<file path="src/rtl/pipeline_ctrl_if.sv">
// Handshake and hazard bundle between the pipeline datapath and its controller.
//   master : the controller (pipeline_ctrl). It takes the memory handshakes and
//            hazard sources, and drives the enables, valids and counters.
//   slave  : the datapath / memory side. It takes the enables, valids and counters.
interface pipeline_ctrl_if #(
    parameter int unsigned REG_IDX_W = 5,
    parameter int unsigned CNT_W     = 32
);
    // memory handshakes and redirect
    logic                 inst_resp;
    logic                 data_access;
    logic                 data_resp;
    logic                 branch_taken;
    // hazard sources
    logic [REG_IDX_W-1:0] id_rs1;
    logic [REG_IDX_W-1:0] id_rs2;
    logic                 id_use_rs1;
    logic                 id_use_rs2;
    logic [REG_IDX_W-1:0] ex_rd;
    logic [REG_IDX_W-1:0] mem_rd;
    logic [REG_IDX_W-1:0] wb_rd;
    logic                 ex_regwrite;
    logic                 mem_regwrite;
    logic                 wb_regwrite;
    logic                 ex_is_load;
    // controls
    logic                 inst_read;
    logic                 pc_load;
    logic                 ifid_load;
    logic                 idex_load;
    logic                 exmem_load;
    logic                 memwb_load;
    logic                 ifid_valid;
    logic                 idex_valid;
    logic                 exmem_valid;
    logic                 memwb_valid;
    logic [CNT_W-1:0]     stall_cnt;
    logic [CNT_W-1:0]     flush_cnt;
    logic [CNT_W-1:0]     retire_cnt;

    modport master (
        input  inst_resp, data_access, data_resp, branch_taken,
        input  id_rs1, id_rs2, id_use_rs1, id_use_rs2,
        input  ex_rd, mem_rd, wb_rd, ex_regwrite, mem_regwrite, wb_regwrite, ex_is_load,
        output inst_read, pc_load, ifid_load, idex_load, exmem_load, memwb_load,
        output ifid_valid, idex_valid, exmem_valid, memwb_valid,
        output stall_cnt, flush_cnt, retire_cnt
    );

    modport slave (
        output inst_resp, data_access, data_resp, branch_taken,
        output id_rs1, id_rs2, id_use_rs1, id_use_rs2,
        output ex_rd, mem_rd, wb_rd, ex_regwrite, mem_regwrite, wb_regwrite, ex_is_load,
        input  inst_read, pc_load, ifid_load, idex_load, exmem_load, memwb_load,
        input  ifid_valid, idex_valid, exmem_valid, memwb_valid,
        input  stall_cnt, flush_cnt, retire_cnt
    );
endinterface

</file>
<file path="src/rtl/pipeline_ctrl.sv">
// Stall/flush/valid controller for a 5-stage RV32I pipeline.
//   clk, rst : clock and asynchronous active-low reset
//   bus      : pipeline_ctrl_if.master, which carries:
//     - the memory handshakes and redirect (inst_resp, data_access, data_resp, branch_taken)
//     - the hazard sources (ID sources, EX/MEM/WB destinations)
//     - the combinational load enables and inst_read
//     - the registered stage valids and the saturating perf counters
// Priority is mem_stall > redirect > raw > fetch wait > normal flow.
module pipeline_ctrl #(
    parameter int unsigned REG_IDX_W = 5,
    parameter bit          FWD_EN    = 1'b1,
    parameter int unsigned CNT_W     = 32
) (
    input  logic          clk,
    input  logic          rst,
    pipeline_ctrl_if.master bus
);

    typedef enum logic {F_RUN = 1'b0, F_DISCARD = 1'b1} fetch_state_e;

    fetch_state_e     state_q, state_d;
    logic             ifid_v_q, idex_v_q, exmem_v_q, memwb_v_q;
    logic             ifid_v_d, idex_v_d, exmem_v_d, memwb_v_d;
    logic [CNT_W-1:0] stall_q, flush_q, retire_q;

    logic mem_stall, redirect, redirect_act, raw, raw_load, raw_any, fetch_wait;
    logic pc_ld, ifid_ld, idex_ld, exmem_ld, memwb_ld;

    // ID reads a nonzero register produced by a qualified stage
    function automatic logic src_match(
        input logic [REG_IDX_W-1:0] rd,
        input logic                 ok,
        input logic [REG_IDX_W-1:0] rs1,
        input logic [REG_IDX_W-1:0] rs2,
        input logic                 use1,
        input logic                 use2
    );
        return ok && (rd != '0) && ((use1 && (rs1 == rd)) || (use2 && (rs2 == rd)));
    endfunction

    // Hazard terms
    assign mem_stall    = exmem_v_q & bus.data_access & ~bus.data_resp;
    assign redirect     = idex_v_q & bus.branch_taken;
    assign redirect_act = redirect & ~mem_stall;
    assign fetch_wait   = (state_q == F_DISCARD) | ~bus.inst_resp;

    assign raw_load = idex_v_q & bus.ex_is_load &
                      src_match(bus.ex_rd, bus.ex_regwrite, bus.id_rs1, bus.id_rs2,
                                bus.id_use_rs1, bus.id_use_rs2);
    assign raw_any  = src_match(bus.ex_rd, idex_v_q & bus.ex_regwrite, bus.id_rs1, bus.id_rs2,
                                bus.id_use_rs1, bus.id_use_rs2) |
                      src_match(bus.mem_rd, exmem_v_q & bus.mem_regwrite, bus.id_rs1, bus.id_rs2,
                                bus.id_use_rs1, bus.id_use_rs2) |
                      src_match(bus.wb_rd, memwb_v_q & bus.wb_regwrite, bus.id_rs1, bus.id_rs2,
                                bus.id_use_rs1, bus.id_use_rs2);
    // With forwarding only a load in EX needs an interlock
    assign raw = FWD_EN ? raw_load : raw_any;

    // Next-state, load enables and next valids
    always_comb begin
        state_d   = state_q;
        pc_ld     = 1'b0;
        ifid_ld   = 1'b0;
        idex_ld   = 1'b0;
        exmem_ld  = 1'b0;
        memwb_ld  = 1'b0;
        ifid_v_d  = ifid_v_q;
        idex_v_d  = idex_v_q;
        exmem_v_d = exmem_v_q;
        memwb_v_d = memwb_v_q;

        if (rst) begin
            if (mem_stall) begin
                memwb_ld  = 1'b1;
                memwb_v_d = 1'b0;
            end else if (redirect) begin
                pc_ld     = 1'b1;
                ifid_ld   = 1'b1;
                idex_ld   = 1'b1;
                exmem_ld  = 1'b1;
                memwb_ld  = 1'b1;
                ifid_v_d  = 1'b0;
                idex_v_d  = 1'b0;
                exmem_v_d = idex_v_q;
                memwb_v_d = exmem_v_q;
            end else if (raw) begin
                idex_ld   = 1'b1;
                exmem_ld  = 1'b1;
                memwb_ld  = 1'b1;
                idex_v_d  = 1'b0;
                exmem_v_d = idex_v_q;
                memwb_v_d = exmem_v_q;
            end else if (fetch_wait) begin
                ifid_ld   = 1'b1;
                idex_ld   = 1'b1;
                exmem_ld  = 1'b1;
                memwb_ld  = 1'b1;
                ifid_v_d  = 1'b0;
                idex_v_d  = ifid_v_q;
                exmem_v_d = idex_v_q;
                memwb_v_d = exmem_v_q;
            end else begin
                pc_ld     = 1'b1;
                ifid_ld   = 1'b1;
                idex_ld   = 1'b1;
                exmem_ld  = 1'b1;
                memwb_ld  = 1'b1;
                ifid_v_d  = 1'b1;
                idex_v_d  = ifid_v_q;
                exmem_v_d = idex_v_q;
                memwb_v_d = exmem_v_q;
            end

            // A redirect held by mem_stall has not moved the PC, so nothing is in flight to drop
            case (state_q)
                F_RUN: begin
                    if (redirect_act && !bus.inst_resp) state_d = F_DISCARD;
                end
                F_DISCARD: begin
                    if (!redirect_act && bus.inst_resp) state_d = F_RUN;
                end
                default: state_d = F_RUN;
            endcase
        end
    end

    // State, valids and saturating counters
    always_ff @(posedge clk or negedge rst) begin
        if (!rst) begin
            state_q   <= F_RUN;
            ifid_v_q  <= 1'b0;
            idex_v_q  <= 1'b0;
            exmem_v_q <= 1'b0;
            memwb_v_q <= 1'b0;
            stall_q   <= '0;
            flush_q   <= '0;
            retire_q  <= '0;
        end else begin
            state_q   <= state_d;
            ifid_v_q  <= ifid_v_d;
            idex_v_q  <= idex_v_d;
            exmem_v_q <= exmem_v_d;
            memwb_v_q <= memwb_v_d;
            if ((mem_stall || raw || fetch_wait) && (stall_q != '1)) stall_q <= stall_q + CNT_W'(1);
            if (redirect_act && (flush_q != '1))                      flush_q <= flush_q + CNT_W'(1);
            if (memwb_v_q && memwb_ld && (retire_q != '1))            retire_q <= retire_q + CNT_W'(1);
        end
    end

    assign bus.inst_read   = rst;
    assign bus.pc_load     = pc_ld;
    assign bus.ifid_load   = ifid_ld;
    assign bus.idex_load   = idex_ld;
    assign bus.exmem_load  = exmem_ld;
    assign bus.memwb_load  = memwb_ld;
    assign bus.ifid_valid  = ifid_v_q;
    assign bus.idex_valid  = idex_v_q;
    assign bus.exmem_valid = exmem_v_q;
    assign bus.memwb_valid = memwb_v_q;
    assign bus.stall_cnt   = stall_q;
    assign bus.flush_cnt   = flush_q;
    assign bus.retire_cnt  = retire_q;

endmodule

</file>
<file path="src/flat_wrapper.sv">
// flat-port wrapper written by rule: the top's interface ports become plain ports
module pipeline_ctrl_flat 
#(
    parameter int unsigned REG_IDX_W = 5,
    parameter bit          FWD_EN    = 1'b1,
    parameter int unsigned CNT_W     = 32
)
  (clk, rst, bus_inst_resp, bus_data_access, bus_data_resp, bus_branch_taken, bus_id_rs1, bus_id_rs2, bus_id_use_rs1, bus_id_use_rs2, bus_ex_rd, bus_mem_rd, bus_wb_rd, bus_ex_regwrite, bus_mem_regwrite, bus_wb_regwrite, bus_ex_is_load, bus_inst_read, bus_pc_load, bus_ifid_load, bus_idex_load, bus_exmem_load, bus_memwb_load, bus_ifid_valid, bus_idex_valid, bus_exmem_valid, bus_memwb_valid, bus_stall_cnt, bus_flush_cnt, bus_retire_cnt);
  pipeline_ctrl_if #(.REG_IDX_W(REG_IDX_W), .CNT_W(CNT_W)) bus_i ();
  input  logic clk;
  input  logic rst;
  input wire logic [$bits(bus_i.inst_resp)-1:0] bus_inst_resp;
  input wire logic [$bits(bus_i.data_access)-1:0] bus_data_access;
  input wire logic [$bits(bus_i.data_resp)-1:0] bus_data_resp;
  input wire logic [$bits(bus_i.branch_taken)-1:0] bus_branch_taken;
  input wire logic [$bits(bus_i.id_rs1)-1:0] bus_id_rs1;
  input wire logic [$bits(bus_i.id_rs2)-1:0] bus_id_rs2;
  input wire logic [$bits(bus_i.id_use_rs1)-1:0] bus_id_use_rs1;
  input wire logic [$bits(bus_i.id_use_rs2)-1:0] bus_id_use_rs2;
  input wire logic [$bits(bus_i.ex_rd)-1:0] bus_ex_rd;
  input wire logic [$bits(bus_i.mem_rd)-1:0] bus_mem_rd;
  input wire logic [$bits(bus_i.wb_rd)-1:0] bus_wb_rd;
  input wire logic [$bits(bus_i.ex_regwrite)-1:0] bus_ex_regwrite;
  input wire logic [$bits(bus_i.mem_regwrite)-1:0] bus_mem_regwrite;
  input wire logic [$bits(bus_i.wb_regwrite)-1:0] bus_wb_regwrite;
  input wire logic [$bits(bus_i.ex_is_load)-1:0] bus_ex_is_load;
  output wire logic [$bits(bus_i.inst_read)-1:0] bus_inst_read;
  output wire logic [$bits(bus_i.pc_load)-1:0] bus_pc_load;
  output wire logic [$bits(bus_i.ifid_load)-1:0] bus_ifid_load;
  output wire logic [$bits(bus_i.idex_load)-1:0] bus_idex_load;
  output wire logic [$bits(bus_i.exmem_load)-1:0] bus_exmem_load;
  output wire logic [$bits(bus_i.memwb_load)-1:0] bus_memwb_load;
  output wire logic [$bits(bus_i.ifid_valid)-1:0] bus_ifid_valid;
  output wire logic [$bits(bus_i.idex_valid)-1:0] bus_idex_valid;
  output wire logic [$bits(bus_i.exmem_valid)-1:0] bus_exmem_valid;
  output wire logic [$bits(bus_i.memwb_valid)-1:0] bus_memwb_valid;
  output wire logic [$bits(bus_i.stall_cnt)-1:0] bus_stall_cnt;
  output wire logic [$bits(bus_i.flush_cnt)-1:0] bus_flush_cnt;
  output wire logic [$bits(bus_i.retire_cnt)-1:0] bus_retire_cnt;
  assign bus_i.inst_resp = bus_inst_resp;
  assign bus_i.data_access = bus_data_access;
  assign bus_i.data_resp = bus_data_resp;
  assign bus_i.branch_taken = bus_branch_taken;
  assign bus_i.id_rs1 = bus_id_rs1;
  assign bus_i.id_rs2 = bus_id_rs2;
  assign bus_i.id_use_rs1 = bus_id_use_rs1;
  assign bus_i.id_use_rs2 = bus_id_use_rs2;
  assign bus_i.ex_rd = bus_ex_rd;
  assign bus_i.mem_rd = bus_mem_rd;
  assign bus_i.wb_rd = bus_wb_rd;
  assign bus_i.ex_regwrite = bus_ex_regwrite;
  assign bus_i.mem_regwrite = bus_mem_regwrite;
  assign bus_i.wb_regwrite = bus_wb_regwrite;
  assign bus_i.ex_is_load = bus_ex_is_load;
  assign bus_inst_read = bus_i.inst_read;
  assign bus_pc_load = bus_i.pc_load;
  assign bus_ifid_load = bus_i.ifid_load;
  assign bus_idex_load = bus_i.idex_load;
  assign bus_exmem_load = bus_i.exmem_load;
  assign bus_memwb_load = bus_i.memwb_load;
  assign bus_ifid_valid = bus_i.ifid_valid;
  assign bus_idex_valid = bus_i.idex_valid;
  assign bus_exmem_valid = bus_i.exmem_valid;
  assign bus_memwb_valid = bus_i.memwb_valid;
  assign bus_stall_cnt = bus_i.stall_cnt;
  assign bus_flush_cnt = bus_i.flush_cnt;
  assign bus_retire_cnt = bus_i.retire_cnt;
  pipeline_ctrl #(.REG_IDX_W(REG_IDX_W), .FWD_EN(FWD_EN), .CNT_W(CNT_W)) u_core (.clk(clk), .rst(rst), .bus(bus_i));
endmodule
</file>
<file path="config.mk">
export PLATFORM = sky130hd
export DESIGN_NAME = pipeline_ctrl_flat
export DESIGN_NICKNAME = d
export VERILOG_FILES = /design/src/rtl/pipeline_ctrl_if.sv /design/src/rtl/pipeline_ctrl.sv /design/src/flat_wrapper.sv
export SDC_FILE = /design/constraint.sdc
export NUM_CORES = 1
export LEC_CHECK = 0
export ABC_CLOCK_PERIOD_IN_PS = 2700
export CAP_MARGIN = 15
export CELL_PAD_IN_SITES_DETAIL_PLACEMENT = 1
export CELL_PAD_IN_SITES_GLOBAL_PLACEMENT = 2
export CORE_ASPECT_RATIO = 0.9
export CORE_MARGIN = 5
export CORE_UTILIZATION = 29
export DETAILED_ROUTE_END_ITERATION = 10
export PLACE_DENSITY_LB_ADDON = 0.1
export SETUP_SLACK_MARGIN = 0.02
export SYNTH_ARGS = -nofsm -noshare
export SYNTH_HDL_FRONTEND = slang
export SYNTH_SLANG_ARGS = --single-unit
</file>
<file path="constraint.sdc">
create_clock -name clk -period 2.7 [get_ports clk]
set_input_delay 0.54 -clock clk [delete_from_list [all_inputs] [get_ports clk]]
set_output_delay 0.54 -clock clk [all_outputs]
set_load 0.005 [all_outputs]
</file>
Word level (Yosys, flattened, before mapping) --
Index checks and enable logic that the tools add are counted.
Operators by class: bitwise logic cells 11, muxes and demuxes 20, equality and inequality tests 6, add/sub/neg operators 3, reductions and logical operators 18
Operator list (count):
- $add 32x1->32 const B | 3
- $ne 32x32->1 const B | 3
- $mux 1 | 19
- $eq 5x5->1 | 2
- $logic_and 1x1->1 | 10
- $and 1x1->1 | 6
- $reduce_bool 5->1 | 1
- $not 1->1 | 4
- $logic_or 1x1->1 | 3
- $reduce_and 3->1 | 1
- $logic_not 1->1 | 2
- $ne 2x1->1 const B | 1
- $pmux 1 s2 | 1
- $reduce_and 2->1 | 1
- $or 1x1->1 | 1
Storage, ports and cells: register bits 101, logic and storage cells 66, bits of input ports 37, output and inout bits 106

Longest topological paths before layout --
Gate-level depths: netlist of run 1.
depth in word-level cells 9, gate-level depth with buffers 8, gate-level depth less buffers 7

Least setup slack after synthesis of run 1 --
OpenSTA, ideal clock, no wires.
kind register -> register, start reg u_core.flush_q[8] (netlist: u_core.bus.flush_cnt[8]), end reg u_core.flush_q[1] (netlist: u_core.bus.flush_cnt[1]), path buffers 0, clock period less this slack 2.135 ns, arrival 2.010 ns, required time 2.575 ns, path slack 0.565 ns, setup time 0.125 ns, cell stages (with the launch flop) 6, cell sequence dfrtp_1 nand4_1 or4_1 or4_4 and2_4 mux2_4
On the way: longest elaborated chain between the ends 2
RTL lines:
- start: declaration | line pipeline_ctrl.sv:24 | logic [CNT_W-1:0] stall_q, flush_q, retire_q;
- start signal: assignment | line pipeline_ctrl.sv:145 | if (redirect_act && (flush_q != '1)) flush_q <= flush_q + CNT_W'(1);
- $ne 32x32->1 | line pipeline_ctrl.sv:145
- $logic_and 1x1->1 | line pipeline_ctrl.sv:145
No other way between the ends. A chain may end at the register's enable or synchronous reset.

Final worst setup path of run 1 --
start in bus_id_rs1[1], end out bus_ifid_load
On the way: longest elaborated chain between the ends 9
RTL lines:
- start: declaration | line flat_wrapper.sv:16 | input wire logic [$bits(bus_i.id_rs1)-1:0] bus_id_rs1;
- $eq 5x5->1 | line pipeline_ctrl.sv:38 | return ok && (rd != '0) && ((use1 && (rs1 == rd)) || (use2 && (rs2 == rd)));
- $logic_and 1x1->1 | line pipeline_ctrl.sv:38
- $logic_or 1x1->1 | line pipeline_ctrl.sv:38
- $logic_and 1x1->1 | line pipeline_ctrl.sv:38
- $and 1x1->1 | line pipeline_ctrl.sv:47 | assign raw_load = idex_v_q & bus.ex_is_load &
- $mux 1 | line pipeline_ctrl.sv:86 | end else if (raw) begin
- $mux 1 | line pipeline_ctrl.sv:76 | end else if (redirect) begin
- $mux 1 | line pipeline_ctrl.sv:73 | if (mem_stall) begin
- $mux 1 | line pipeline_ctrl.sv:72 | if (rst) begin
- end: declaration | line flat_wrapper.sv:29 | output wire logic [$bits(bus_i.ifid_load)-1:0] bus_ifid_load;
No other way between the ends.

==> flow_metrics.py, run 1 <==
metrics = {
    "cells_and_area": {
        "fin_nets": 682,
        "multiInputGateArea_um2": 2350,
        "layout-drive-gt1-share": 0.0819,
        "final_common_cell": "clkdlybuf4s50_1",
        "synthToLayoutAreaGrowth_pct": 39.4,
        "final-seq-area_um2": 2530,
        "finish.utilization": 0.411,
        "antenna_cells": 0,
        "fill_cells": 1902,
        "layout_common_cells": "clkdlybuf4s50_1, dfrtp_1, xor2_1, nand2_1, xnor2_1",
    },
    "drt": {
        "firstDrtPassIters": 6,
        "routedWlPerCell_um": 16.4,
        "wirelength_um": 14000,
        "vias_per_cell": 4.82,
        "drc": 0,
        "routed-via-count": 4133,
        "antenna_left": 0,
        "dr.first_iter.drc_count": 163,
    },
    "job": {
        "max_cap_viol_count": 0,
    },
    "clocking": {
        "cts_num_sinks": 101,
        "h-tree-depth": 3,
        "clk_transition_reported_paths_ns": 0.07,
        "cts-root-buf": "clkbuf_16",
        "cts_made_buffers": 9,
        "cts_hold_buf": 0,
        "cts_tree": "yes",
        "insertion_delay_ns": 0.35,
        "cts_max_path_buffers": 2,
    },
    "critical_path": {
        "critPathArrivalTime_ns": 2.04,
        "worstPathMaxFanout": 2,
        "ff2ff_path_depth": 7,
        "path_class": "in2out",
        "start_kind": "input port",
        "critPathRequiredTime_ns": 2.16,
        "setup.worst_path.end_class": "output port",
    },
    "floorplanning": {
        "core_um2": 16900,
        "die_area_um2": 19900,
        "rows": 45,
        "die_w_um": 148,
        "dieHeight_um": 134,
        "io_pins": 143,
        "initial_utilization": 0.295,
    },
    "power_and_ir_drop": {
        "power_density_nw_per_um2": 587,
        "p_clk_frac": 0.313,
        "irDropWorstVdd_mv": 0.271,
        "p_switching_mw": 1.19,
        "comb_power_share": 0.215,
        "p_int_mw": 2.88,
        "p_total_mw": 4.07,
        "seq_power_share": 0.471,
        "leakagePower_nw": 2.97,
        "switching_share": 0.293,
    },
    "sta": {
        "setup_viol": 0,
        "tightestPinTransition_ns": 0.675,
        "period_needed_ns": 2.58,
        "max-slew-margin-rel": 0.550,
        "timing.fmax_mhz": 388,
        "finalHoldWorstSlack_ns": 0.0705,
        "maxSlewViolCount": 0,
        "rsz0062_at_grt": "no",
        "finalClockSkew_ns": 0.00926,
        "setup_tns_ns": 0,
        "setup_ws_ns": 0.124,
        "finalCritPeriodShare": 0.954,
        "timing_hold_violations_final": 0,
    },
    "synthesis": {
        "synth_area_per_cell_um2": 10.2,
        "ys_warn_count": 0,
        "synth-seq-area-share": 0.508,
        "synthCells": 489,
        "yosys.cell_types.count": 43,
        "synth-edff-count": 0,
        "ys_ff_latch": 101,
        "yosys.area.top_type": "dfrtp_1",
        "synth_nets": 529,
        "async_flop_share": 1.00,
        "synth_top_flop_cell": "dfrtp_1",
        "synth_top_area_share": 0.508,
        "syn_area_um2": 4980,
        "synthTopCellsByArea": "dfrtp_1, xor2_1, xnor2_1, nand3_1, nand2_1",
    },
    "grt": {
        "grt_pass1_wl_um": 23600,
        "antenna_found_initial": 0,
        "gr-total-overflow": 0,
        "grt_max_degree": 53,
        "grt_pass1_vias": 4552,
        "grt.total_usage": 0.146,
    },
    "min_path": {
        "hp-class": "in2async",
    },
    "place": {
        "portBuffers": 130,
        "dp_slack_ns": -0.216,
        "dp_hpwl_um": 10700,
        "gp_congestion": 0.758,
    },
    "status": {
        "outcome": "finished clean",
    },
}
## cells in the mapped netlist (all sizes together), types with 2 or more instances
cell type / n
a21oi: 6
and2: 6
and3: 17
and4: 5
buf: 6
clkbuf: 4
dfrtp: 101
ha: 3
inv: 15
mux2: 3
nand2: 50
nand3: 39
nand3b: 2
nand4: 26
nor2: 39
nor3: 25
nor3b: 4
nor4: 10
nor4b: 6
o21ai: 4
o22ai: 2
or3: 4
or4: 2
xnor2: 49
xor2: 52
## power by group through the flow
stage	Clock (mW)	Sequential [mW]	Combinational (mW)
finish	1.28	1.92	0.878
global route	1.39	1.96	0.972
CTS	1.35	1.93	0.900
detailed placement	0	1.95	0.898
global placement	0	1.94	0.874
floorplan	0	1.91	0.344
## cell type report
cell class              instances  share of cell area
repair buffers                152               0.209
well taps                     211              0.0381
clock buffers                  12              0.0370
multi-input cells             363               0.339
flip-flops and latches        101               0.364
inverters                      15             0.00812
clock inverters                 4             0.00469
## path summary, 6_finish.rpt
kind	from	endpoint	slack, ns
min in group clk	u_core.bus.flush_cnt[21]	u_core.bus.flush_cnt[21]	0.49
min reg2reg	u_core.bus.flush_cnt[21]	u_core.bus.flush_cnt[21]	0.49
min	rst	u_core.bus.stall_cnt[18]	0.07
max in group asynchronous	rst	u_core.bus.retire_cnt[22]	1.67
max	bus_id_rs1[1]	bus_ifid_load	0.12
max reg2reg	u_core.bus.flush_cnt[8]	u_core.bus.flush_cnt[16]	0.21
## timing repair
| action | 4_1_cts | 5_1_grt |
|---|---|---|
| resized for setup | 9 | 2 |
| endpoints found under the setup margin | 2 | 1 |
| pin swaps | 3 | 3 |
| buffers inserted | 1 | 0 |
## critical path, stage by stage
cell             delay (ns)
clkdlybuf4s50_1        0.48
xnor2_1                0.14
nand4_1                0.16
o22ai_2                0.21
and2_1                 0.17
a21oi_1                0.06
dlygate4sd2_1          0.27
## sequential cells by signal, summed over array words and instances, names as in the netlist
signal,count
u_core.bus.exmem_valid,1
u_core.bus.flush_cnt,32
u_core.bus.idex_valid,1
u_core.bus.ifid_valid,1
u_core.bus.memwb_valid,1
u_core.bus.retire_cnt,32
u_core.bus.stall_cnt,32
u_core.state_q,1
## kinds of logic after synthesis
group	count (synthesis)	synth area share
DFF	101	0.508
buffers and inverters	25	0.0231
adders and majority gates	3	0.00754
and+or+nand+nor	239	0.256
AOI/OAI and AO/OA	17	0.0206
xor gates and xnor gates	101	0.178
muxes	3	0.00754
## layer usage
metal  track usage  vias to the layer above  part of all wire
met5             0                        -                 0
met4        0.0457                        0             0.016
met3        0.0486                       17             0.063
met2         0.232                       98              0.46
met1         0.188                     2017              0.47
li1              -                     2001                 -
## through the flow
step	cells	cell area, um^2
after floorplan	489	4980
after global placement	841	6640
after detailed placement	841	6640
after CTS	858	6940
after global routing	858	6940
final	858	6940
Power figures use the tool's default switching activity.
==> run 2: changes to the inputs <==
Settings changed: CELL_PAD_IN_SITES_DETAIL_PLACEMENT 1 to not set, CELL_PAD_IN_SITES_GLOBAL_PLACEMENT 2 to not set, CORE_UTILIZATION 29 to 45, PLACE_DENSITY set to 0.76, PLACE_DENSITY_LB_ADDON 0.1 to not set.
==> run 2 against run 1 <==
Against the previous run: critical path depth down 2; wire length fell by 12%; die area decreased by 33%; via count fell by 0.46%; fmax is 0.57% lower; flip-flop and latch count did not move; core utilization is 22 points higher; non-clock buffer count decreased by 4; register-to-register slack gained 0.05 ns; first-iteration DRC count grew 67%; critical path type unchanged; critical endpoint is now bus_idex_load; largest power group unchanged; highest routed layer unchanged.
==> flow_metrics.py, run 2 (same netlist as run 1, synthesis figures left out) <==
metrics = {
    "critical_path": {
        "reg2reg_to": "u_core.bus.flush_cnt[16]",
        "setup.worst_path.end_class": "output port",
        "path_cells": "clkdlybuf4s50_1 > nand3b_1 > nand2_1 > inv_2 > clkdlybuf4s50_1",
        "regToRegStartpoint": "u_core.bus.flush_cnt[8]",
        "worstPathMaxFanout": 5,
        "crit_path_top_delay_cell": "clkdlybuf4s50_1",
        "ff2ff_path_depth": 7,
        "crit_path_frequent_cell": "clkdlybuf4s50_1",
        "rrSetupSlack_ns": 0.26,
        "cp_slowest_stage_delay_ns": 0.55,
        "start_kind": "input port",
        "critPathRequiredTime_ns": 2.16,
        "critPathArrivalTime_ns": 2.05,
        "path_class": "in2out",
    },
    "clocking": {
        "h-tree-depth": 3,
        "cts_made_buffers": 9,
        "cts_tree": "yes",
        "insertion_delay_ns": 0.34,
        "cts_num_sinks": 101,
        "cts_max_path_buffers": 2,
        "clk_transition_reported_paths_ns": 0.08,
        "cts_hold_buf": 0,
        "cts-root-buf": "clkbuf_16",
    },
    "status": {
        "outcome": "finished clean",
    },
    "sta": {
        "tightestPinTransition_ns": 0.911,
        "max-slew-margin-rel": 0.393,
        "timing_hold_violations_final": 0,
        "maxSlewViolCount": 0,
        "period_needed_ns": 2.59,
        "finalClockSkew_ns": 0.00956,
        "setup_viol": 0,
        "finalCritPeriodShare": 0.959,
        "timing.fmax_mhz": 386,
        "finalHoldWorstSlack_ns": 0.0269,
        "rsz0062_at_grt": "yes",
    },
    "floorplanning": {
        "die_area_um2": 13300,
        "io_pins": 143,
        "rows": 36,
        "die_w_um": 121,
        "core_um2": 10800,
        "dieHeight_um": 110,
        "initial_utilization": 0.460,
    },
    "drt": {
        "antenna_left": 0,
        "firstDrtPassIters": 4,
        "routed-via-count": 4114,
        "routedWlPerCell_um": 15.8,
        "dr.first_iter.drc_count": 273,
        "drc": 0,
        "vias_per_cell": 5.30,
        "wirelength_um": 12300,
    },
    "grt": {
        "antenna_found_initial": 0,
        "grt.total_usage": 0.189,
        "gr-total-overflow": 0,
        "grt_pass1_vias": 4069,
        "grt_pass1_wl_um": 20300,
        "grt_max_degree": 71,
    },
    "place": {
        "place_inst": 758,
        "portBuffers": 130,
        "dp_hpwl_um": 9140,
        "gp_congestion": 0.813,
    },
    "cells_and_area": {
        "finish.utilization": 0.631,
        "fill_cells": 929,
        "final-seq-area_um2": 2530,
        "layout_common_cells": "clkdlybuf4s50_1, dfrtp_1, xor2_1, nand2_1, xnor2_1",
        "layout-drive-gt1-share": 0.0793,
        "synthToLayoutAreaGrowth_pct": 37.0,
        "final_common_cell": "clkdlybuf4s50_1",
        "multiInputGateArea_um2": 2350,
        "antenna_cells": 0,
        "fin_cells": 776,
        "fin_nets": 678,
    },
    "power_and_ir_drop": {
        "leakagePower_nw": 2.96,
        "power_density_nw_per_um2": 592,
        "irDropWorstVdd_mv": 0.367,
    },
    "min_path": {
        "hp-class": "in2async",
    },
    "job": {
        "max_cap_viol_count": 0,
    },
}
## run 2: what timing repair did
action                     CTS  global route
gates resized for setup      9             2
buffers inserted             1             1
setup endpoints to repair    3             3
pin swaps                    1             2
cloned                       0             0
## run 2: worst max path at each step
stage,startpoint,to
finish,bus_data_resp,bus_idex_load
floorplan,u_core.bus.flush_cnt[8],u_core.bus.flush_cnt[1]
CTS,bus_id_rs1[1],bus_ifid_load
global placement,bus_ex_rd[1],bus_ifid_load
global route,bus_id_rs1[3],bus_pc_load
detailed placement,bus_ex_rd[3],bus_ifid_load
## run 2: cell type report
| type | instances | share of cell area |
|---|---|---|
| clock buffers | 9 | 0.0330 |
| clock inverters | 7 | 0.00899 |
| inverters | 15 | 0.00826 |
| multi-input cells | 363 | 0.345 |
| flip-flops and latches | 101 | 0.371 |
| well taps | 133 | 0.0244 |
| repair buffers | 148 | 0.210 |
## run 2: worst max-delay path: cells and delay by family
family / cells / cell delay [ns]
AND/OR/NAND/NOR: 2 / 0.36
buffers and inverters: 3 / 1.14
## run 2: per-stage QoR
step	cell area [um^2]	setup WS (ns)	TNS [ns]	total power, mW
detailed placement	6510	-0.225	-0.419	2.83
global placement	6510	-0.187	-0.359	2.79
CTS	6810	-0.0390	-0.0613	4.08
finish	6820	0.110	0	4.03
floorplan	4980	0.565	0	2.25
global route	6820	0.00403	0	4.24
## run 2: power breakdown
group          leakage (nW)  switching, mW  total, mW  internal, mW
clock network         0.131          0.610       1.25         0.637
logic                  1.51          0.355      0.871         0.516
registers              1.32          0.231       1.92          1.68
total                  2.96           1.20       4.03          2.84
## run 2: routing by layer
metal | GRT usage | wire length [um] | up-vias
li1 | - | - | 1994
met1 | 0.261 | 5620 | 1993
met4 | 0.0364 | 80 | 0
met2 | 0.306 | 5960 | 120
met5 | 0 | 0 | -
met3 | 0.0473 | 628 | 7
==> run 3: changes to the inputs <==
Settings changed: ABC_CLOCK_PERIOD_IN_PS 2700 to not set, CORE_ASPECT_RATIO 0.9 to 1.75.
==> run 3 against run 2 <==
Against the previous run: design area rose by 0.33%; fmax fell by 1.4%; clock skew fell by 0.0016 ns; cell count fell by 0.64%.
==> flow_metrics.py, run 3 (same netlist as run 1, synthesis figures left out) <==
metrics = {
    "floorplanning": {
        "io_pins": 143,
        "initial_utilization": 0.463,
        "die_area_um2": 13300,
        "dieHeight_um": 149,
        "die_w_um": 89.5,
        "rows": 50,
        "core_um2": 10800,
    },
    "power_and_ir_drop": {
        "p_total_mw": 4.12,
        "leakagePower_nw": 2.97,
        "irDropWorstVdd_mv": 0.566,
        "power_density_nw_per_um2": 603,
    },
    "critical_path": {
        "path_class": "in2out",
        "critPathArrivalTime_ns": 2.09,
        "critPathRequiredTime_ns": 2.16,
        "cp_slowest_stage_delay_ns": 0.48,
        "crit_path_top_delay_cell": "clkdlybuf4s50_1",
        "worstPathMaxFanout": 3,
        "path_cells": "clkdlybuf4s50_1 > xnor2_1 > nand4_1 > o22ai_2 > buf_4 > a21oi_2 > o21a_1 > clkdlybuf4s15_1",
        "start_kind": "input port",
        "setup.worst_path.end_class": "output port",
    },
    "drt": {
        "routed-via-count": 4120,
        "firstDrtPassIters": 4,
        "vias_per_cell": 5.34,
        "dr.first_iter.drc_count": 82,
        "drc": 0,
        "antenna_left": 0,
        "routedWlPerCell_um": 16.3,
        "wirelength_um": 12500,
    },
    "clocking": {
        "clk_transition_reported_paths_ns": 0.06,
        "insertion_delay_ns": 0.34,
        "cts_num_sinks": 101,
        "cts_max_path_buffers": 2,
        "h-tree-depth": 3,
        "cts_tree": "yes",
        "cts-root-buf": "clkbuf_16",
        "cts_made_buffers": 9,
    },
    "cells_and_area": {
        "final_area_um2": 6840,
        "antenna_cells": 0,
        "final_common_cell": "clkdlybuf4s50_1",
        "synthToLayoutAreaGrowth_pct": 37.4,
        "layout_common_cells": "clkdlybuf4s50_1, dfrtp_1, xor2_1, nand2_1, xnor2_1",
        "layout-drive-gt1-share": 0.0733,
        "fin_nets": 677,
        "finish.utilization": 0.636,
    },
    "status": {
        "outcome": "finished clean",
    },
    "place": {
        "placed_area_um2": 6520,
        "gp_congestion": 0.845,
        "dp_slack_ns": -0.338,
        "dp_hpwl_um": 9640,
        "portBuffers": 130,
    },
    "sta": {
        "finalHoldWorstSlack_ns": 0.240,
        "tightestPinTransition_ns": 0.880,
        "period_needed_ns": 2.63,
        "finalClockSkew_ns": 0.00791,
        "max-slew-margin-rel": 0.413,
        "setup_viol": 0,
        "finalCritPeriodShare": 0.973,
        "timing_hold_violations_final": 0,
        "maxSlewViolCount": 0,
        "setup_ws_ns": 0.0722,
        "rsz0062_at_grt": "yes",
        "timing.fmax_mhz": 381,
    },
    "grt": {
        "grt_pass1_wl_um": 21300,
        "gr-total-overflow": 0,
        "antenna_found_initial": 0,
        "grt_pass1_vias": 4419,
        "grt_max_degree": 69,
        "grt.total_usage": 0.201,
    },
    "min_path": {
        "hp-class": "in2async",
    },
    "job": {
        "max_cap_viol_count": 0,
    },
}
-- run 3: metal layers --
layer	GRT usage	wire length, um	up-vias
met4	0.0760	243	0
li1	-	-	1975
met3	0.0387	522	18
met2	0.360	6780	96
met5	0	0	-
met1	0.230	5000	2031
-- run 3: per-stage QoR --
stage	TNS, ns	std cells
final	0	771
after CTS	0	770
after detailed placement	-1.59	755
after global routing	0	771
after floorplan	0	489
after global placement	-0.770	755
-- run 3: path summary, 6_finish.rpt --
path,from,to,cells after the start,slack [ns]
setup / recovery,bus_id_rs1[3],bus_pc_load,8,0.07
hold / removal,rst,u_core.bus.stall_cnt[31],2,0.24
setup reg to reg,u_core.bus.flush_cnt[8],u_core.bus.flush_cnt[16],7,0.28
hold reg to reg,u_core.bus.retire_cnt[12],u_core.bus.retire_cnt[12],1,0.49
max in group asynchronous,rst,u_core.bus.flush_cnt[20],2,1.62
min in group clk,u_core.bus.retire_cnt[12],u_core.bus.retire_cnt[12],1,0.49
-- run 3: cell type report --
cell class / instances / area (um^2)
Fill cell: 915 / 3920
Sequential cell: 101 / 2530
Multi-Input combinational cell: 363 / 2350
Timing Repair Buffer: 147 / 1440
Clock buffer: 11 / 253
Tap cell: 130 / 163
Inverter: 15 / 56.3
Clock inverter: 4 / 55.1
-- run 3: worst max-delay path: cells and delay by family --
family          cells  cell delay [ns]
buf+inv             3             0.84
compound gates      3             0.47
simple gates        1             0.13
xor+xnor            1             0.12
-- run 3: repair_timing --
action	in CTS	in global routing
hold buffers	0	1
resized for setup	8	5
endpoints found under the setup margin	2	4
pin swaps	1	3
buffers inserted	0	0
endpoints found under the hold margin	0	1
-- run 3: report_power, final --
group / total (mW) / internal [mW] / switching [mW]
clock network: 1.33 / 0.771 / 0.554
registers: 1.92 / 1.69 / 0.231
logic: 0.881 / 0.516 / 0.365
total: 4.12 / 2.97 / 1.15
